File: config.mk
export PLATFORM = sky130hd
export DESIGN_NAME = mem_arbiter
export DESIGN_NICKNAME = d
export VERILOG_FILES = /design/src/rtl/mem_arbiter.sv
export SDC_FILE = /design/constraint.sdc
export NUM_CORES = 1
export LEC_CHECK = 0
export ABC_CLOCK_PERIOD_IN_PS = 2300
export CORE_UTILIZATION = 35
export DETAILED_ROUTE_END_ITERATION = 10
export HOLD_SLACK_MARGIN = 0.02
export PLACE_DENSITY = 0.76
export SLEW_MARGIN = 20
export SYNTH_ARGS = -nofsm -noshare
export SYNTH_HDL_FRONTEND = slang
export SYNTH_SLANG_ARGS = --single-unit
export TNS_END_PERCENT = 50
File: constraint.sdc
create_clock -name CLK -period 2.3 [get_ports CLK]
set_input_delay 0.575 -clock CLK [delete_from_list [all_inputs] [get_ports CLK]]
set_output_delay 0.575 -clock CLK [all_outputs]
set_load 0.05 [all_outputs]
File: src/rtl/mem_arbiter.sv
// Purpose: time-multiplexes a single-port RAM between instruction fetch and data access.
// Latency: LAT cycles per access (strobes t+1..t+LAT, hit at t+LAT), one IDLE cycle between accesses.
// Backpressure: requests are held until a hit pulses; halt blocks new grants but lets an in-flight access finish.
module mem_arbiter #(
  parameter int LAT = 2
) (
  input  logic        CLK,
  input  logic        RST,
  input  logic        halt,
  input  logic        iREN,
  input  logic [31:0] iaddr,
  output logic        ihit,
  output logic [31:0] iload,
  input  logic        dREN,
  input  logic        dWEN,
  input  logic [31:0] daddr,
  input  logic [31:0] dstore,
  output logic        dhit,
  output logic [31:0] dload,
  output logic        ramREN,
  output logic        ramWEN,
  output logic [31:0] ramaddr,
  output logic [31:0] ramstore,
  input  logic [31:0] ramload
);

  typedef enum logic [1:0] {
    IDLE = 2'd0,
    IACC = 2'd1,
    DACC = 2'd2
  } state_t;

  // Counter reload: an access spends LAT cycles, counting LAT-1 down to 0.
  localparam logic [3:0] CNT_INIT = 4'(LAT - 1);

  state_t      state_q;
  logic [3:0]  cnt_q;
  logic        last_d_q;   // previous completed access was a data access
  logic [31:0] addr_q;
  logic [31:0] store_q;
  logic        wr_q;       // latched access type: 1 = data write

  logic dreq;
  logic pick_dacc;
  logic pick_iacc;
  logic done;

  // Grant selection in IDLE: data first, except a fetch wins once right after a data access.
  always_comb begin
    dreq      = dREN | dWEN;
    pick_dacc = 1'b0;
    pick_iacc = 1'b0;
    if (state_q == IDLE && !halt) begin
      pick_dacc = dreq && !(last_d_q && iREN);
      pick_iacc = !pick_dacc && iREN;
    end
    done = (state_q != IDLE) && (cnt_q == 4'd0);
  end

  // Arbitration FSM: latch the winning request, count down the access, return to IDLE.
  always_ff @(posedge CLK) begin
    if (RST) begin
      state_q  <= IDLE;
      cnt_q    <= 4'd0;
      last_d_q <= 1'b0;
      addr_q   <= 32'd0;
      store_q  <= 32'd0;
      wr_q     <= 1'b0;
    end else begin
      case (state_q)
        IDLE: begin
          if (pick_dacc) begin
            state_q <= DACC;
            addr_q  <= daddr;
            store_q <= dstore;
            wr_q    <= dWEN;      // simultaneous read+write is treated as a write
            cnt_q   <= CNT_INIT;
          end else if (pick_iacc) begin
            state_q <= IACC;
            addr_q  <= iaddr;
            store_q <= dstore;
            wr_q    <= 1'b0;
            cnt_q   <= CNT_INIT;
          end
        end
        IACC, DACC: begin
          if (cnt_q == 4'd0) begin
            state_q  <= IDLE;
            last_d_q <= (state_q == DACC);
          end else begin
            cnt_q <= cnt_q - 4'd1;
          end
        end
        default: state_q <= IDLE;
      endcase
    end
  end

  // RAM strobes and hits decode directly from registered state, so they follow the access exactly.
  always_comb begin
    ramREN   = (state_q == IACC) || (state_q == DACC && !wr_q);
    ramWEN   = (state_q == DACC) && wr_q;
    ramaddr  = addr_q;
    ramstore = store_q;
    ihit     = done && (state_q == IACC);
    dhit     = done && (state_q == DACC);
    iload    = ihit ? ramload : 32'd0;
    dload    = dhit ? ramload : 32'd0;
  end

endmodule

==> results.sh <==
export IMPL_grt_pass1_wl_mm=25.4
export IMPL_drc_errors=0
export IMPL_max_slew_margin_pct=49.1
export IMPL_r2r_slack_ps=370
export IMPL_tightest_slew_ps=763
export IMPL_startpoint_type="flip-flop"
export IMPL_crit_path_top_delay_cell="or3b_4"
export IMPL_dp_hpwl_mm=12.4
export IMPL_drt_wl_total_mm=17.2
export IMPL_synth_cells=484
export IMPL_synthAdderAreaFrac_pct=1.57
export IMPL_clkSinkCount=72
export IMPL_fmax_mhz=381
export IMPL_start_util_pct=36.3
export IMPL_vias=4968
export IMPL_dpl_cell_area_sq_um=7670
export IMPL_die_x_um=109
export IMPL_report_power_total_mw=5.14
export IMPL_antenna_found_initial=2
export IMPL_grt_pass1_vias=4905
export IMPL_pwr_density_cell_nw_per_um2=628
export IMPL_min_period_ps=2630
export IMPL_clk_insertion_delay_late_ps=330
export IMPL_critPathKind="reg -> out"
export IMPL_cts_buffers_inserted=9
export IMPL_wl_per_cell_um=19.5
export IMPL_timing_final_ws_setup_ps=-327
export IMPL_endpoint_kind="output port"
export IMPL_root_buffer="clkbuf_16"
export IMPL_cap_violations=0
export IMPL_synth_area_sq_um=3990
export IMPL_required_ps=1730
export IMPL_min_from="ramstore[25]"
export IMPL_hold_violations=0
export IMPL_ys_warn_count=0
export IMPL_finalSetupViolCount=65
export IMPL_final_period_utilization_pct=114
export IMPL_synth_xor_area_share_pct=0
export IMPL_port_buffers=265
export IMPL_drt_iter0_drc=339
export IMPL_synth_compound_area_share_pct=28.1
export IMPL_violations="negative setup slack"
export IMPL_syn_nets=623
export IMPL_vdd_drop_max_mv=0.473
export IMPL_seq_area_frac_synth_pct=36.1
export IMPL_skew_ps=3.83
export IMPL_fin_tns_setup_ps=-13780
export IMPL_mostFrequentLayoutCell="clkdlybuf4s50_1"
export IMPL_fin_area_sq_um=8180
export IMPL_r2r_end="cnt_q[3]"
export IMPL_slew_violations=0
export IMPL_multi_input_area_sq_um=2490
export IMPL_first_pass_iters=5
export IMPL_slowest_delay_ps=390
export IMPL_htreeDepth=3
export IMPL_fill_cells=775
export IMPL_ctsHoldBuffers=0
export IMPL_syn2layout_area_growth_pct=105
export IMPL_rsz0062_at_grt="true"
export IMPL_synth_avg_cell_area_sq_um=8.24
export IMPL_cp_max_fo=8
export IMPL_dieArea_sq_um=11800
export IMPL_reg2reg_depth=6
export IMPL_core_sq_um=11000
export IMPL_r2r_start="state_q[1]"
export IMPL_path_buf_inv=4
export IMPL_hp_class="reg -> reg"
export IMPL_drtAntennaViolNets=0
export IMPL_die_h_um=109
export IMPL_nets=875
export IMPL_place_congestion=0.881
export IMPL_final_util_pct=74.5
export IMPL_min_to="ramstore[25]"
export IMPL_cts_reportedPaths_clkPinSlew_ps=50
export IMPL_ys_types=40
export IMPL_grt_use_total_pct=27.7
export IMPL_synth_top_family_by_area="compound AO/OA/AOI/OAI gates"
export IMPL_final_cell_mix="clkdlybuf4s50_1, buf_12, dfxtp_1"
export IMPL_synth_seq_cells=72
export IMPL_cts_max_path_buffers=2
export IMPL_row_count=38
export IMPL_grt_ovfl_total=0
export IMPL_via_per_inst=5.63
export IMPL_ioPinCount=266
export IMPL_register_area_sq_um=1440
export IMPL_cts_tree="yes"
export IMPL_cpLargestDelayFamily="simple AND/OR/NAND/NOR gates"
export IMPL_holdPathStages=2
export IMPL_power_leakage_nw=3.02
export IMPL_grt_max_degree=66
export IMPL_startpoint="cnt_q[1]"
export IMPL_drive_gt1_share_pct=27.3
export IMPL_crit_chain="inv_2 > ha_4 > or3b_4 > nor3b_4 > buf_6 > clkbuf_16 > and2_4 > buf_12"
export IMPL_synthSimpleGateAreaFrac_pct=26.5
export IMPL_outcome="finished with violations"
export IMPL_cp_arrival_ps=2050
export IMPL_synthMuxAreaShare_pct=0.502
==> state kept, by name, summed over array words and instances (netlist names) <==
name	cells
cnt_q	4
state_q	2
ramstore	32
wr_q	1
last_d_q	1
ramaddr	32
==> kinds of logic (layout without fill, tap and decap cells) <==
family / after synthesis / count (layout)
compound gates: 176 / 176
fa+ha+maj: 5 / 5
buf+inv: 68 / 324
flops: 72 / 72
mux: 2 / 2
other cells: 0 / 2
simple gates: 161 / 161
==> stage by stage <==
step                worst slack [ps]  std cells  hold WS (ps)
floorplan                       22.4        484           451
global placement                34.4        858           461
detailed placement             -28.8        858           467
CTS                             -332        876           475
global route                    -377        882           495
finish                          -327        882           475
==> report_power, final <==
| group | total (mW) | internal, mW | switching [mW] |
|---|---|---|---|
| registers | 1.48 | 1.40 | 0.0807 |
| logic | 2.24 | 0.953 | 1.29 |
| clock network | 1.42 | 0.922 | 0.498 |
==> worst max-delay path by stage <==
| stage | end | cells past startpoint |
|---|---|---|
| after floorplan | dload[10] | 5 |
| after global placement | iload[31] | 7 |
| after detailed placement | iload[1] | 7 |
| after CTS | iload[13] | 8 |
| after global routing | iload[11] | 8 |
| final | iload[11] | 8 |
==> timing repair <==
action                                  in CTS  in global routing
pin swaps                                    6                  8
gates cloned                                 1                  2
endpoints found under the setup margin      65                 66
buffers inserted                             2                  2
resized for setup                           31                  6
==> worst min-delay path: stages, from the launching register on <==
cell	delay [ps]
dfxtp_1	300
o21ai_0	60
a21oi_1	60
==> synth_stat cells (all sizes together) <==
cell     n  share of area (%)
dfxtp   72                 36
and2    67                 11
a21oi   65                8.2
clkbuf  41                3.9
o31ai   34                6.4
nand3   33                4.1
nand4b  33                7.2
o21ai   33                4.1
a311oi  32                7.0
buf     20                2.6
inv      7               0.66
ha       5                1.6
nand2    5               0.47
nor2     4               0.38
or3      3               0.47
or4      3               0.56
mux2i    2               0.50
nand2b   2               0.31
nor2b    2               0.31
nor3b    2               0.50
nor4     2               0.31
o211ai   2               0.38
o32ai    2               0.44
o41ai    2               0.44
a211oi   1               0.19
a21o     1               0.19
a31oi    1               0.16
and3     1               0.16
and4bb   1               0.31
nor3     1               0.25
nor4b    1               0.38
o211a    1               0.25
o22ai    1               0.16
o31a     1               0.22
or3b     1               0.22
==> per-layer routing <==
metal,up-vias,wire (um),global-route usage (%)
met2,244,9150,50.3
met3,32,1360,6.81
met4,0,492,13.8
li1,2321,-,-
met5,-,0,0
met1,2371,6180,29.8
==> final cells by class <==
| class | instances | area share [%] |
|---|---|---|
| clock buffers | 13 | 3.30 |
| well taps | 140 | 2.14 |
| multi-input cells | 344 | 30.4 |
| flip-flops and latches | 72 | 17.7 |
| inverters | 7 | 0.321 |
| repair buffers | 302 | 45.7 |
| diodes | 2 | 0.0612 |
| clock inverters | 2 | 0.459 |
Power figures use the tool's default switching activity.
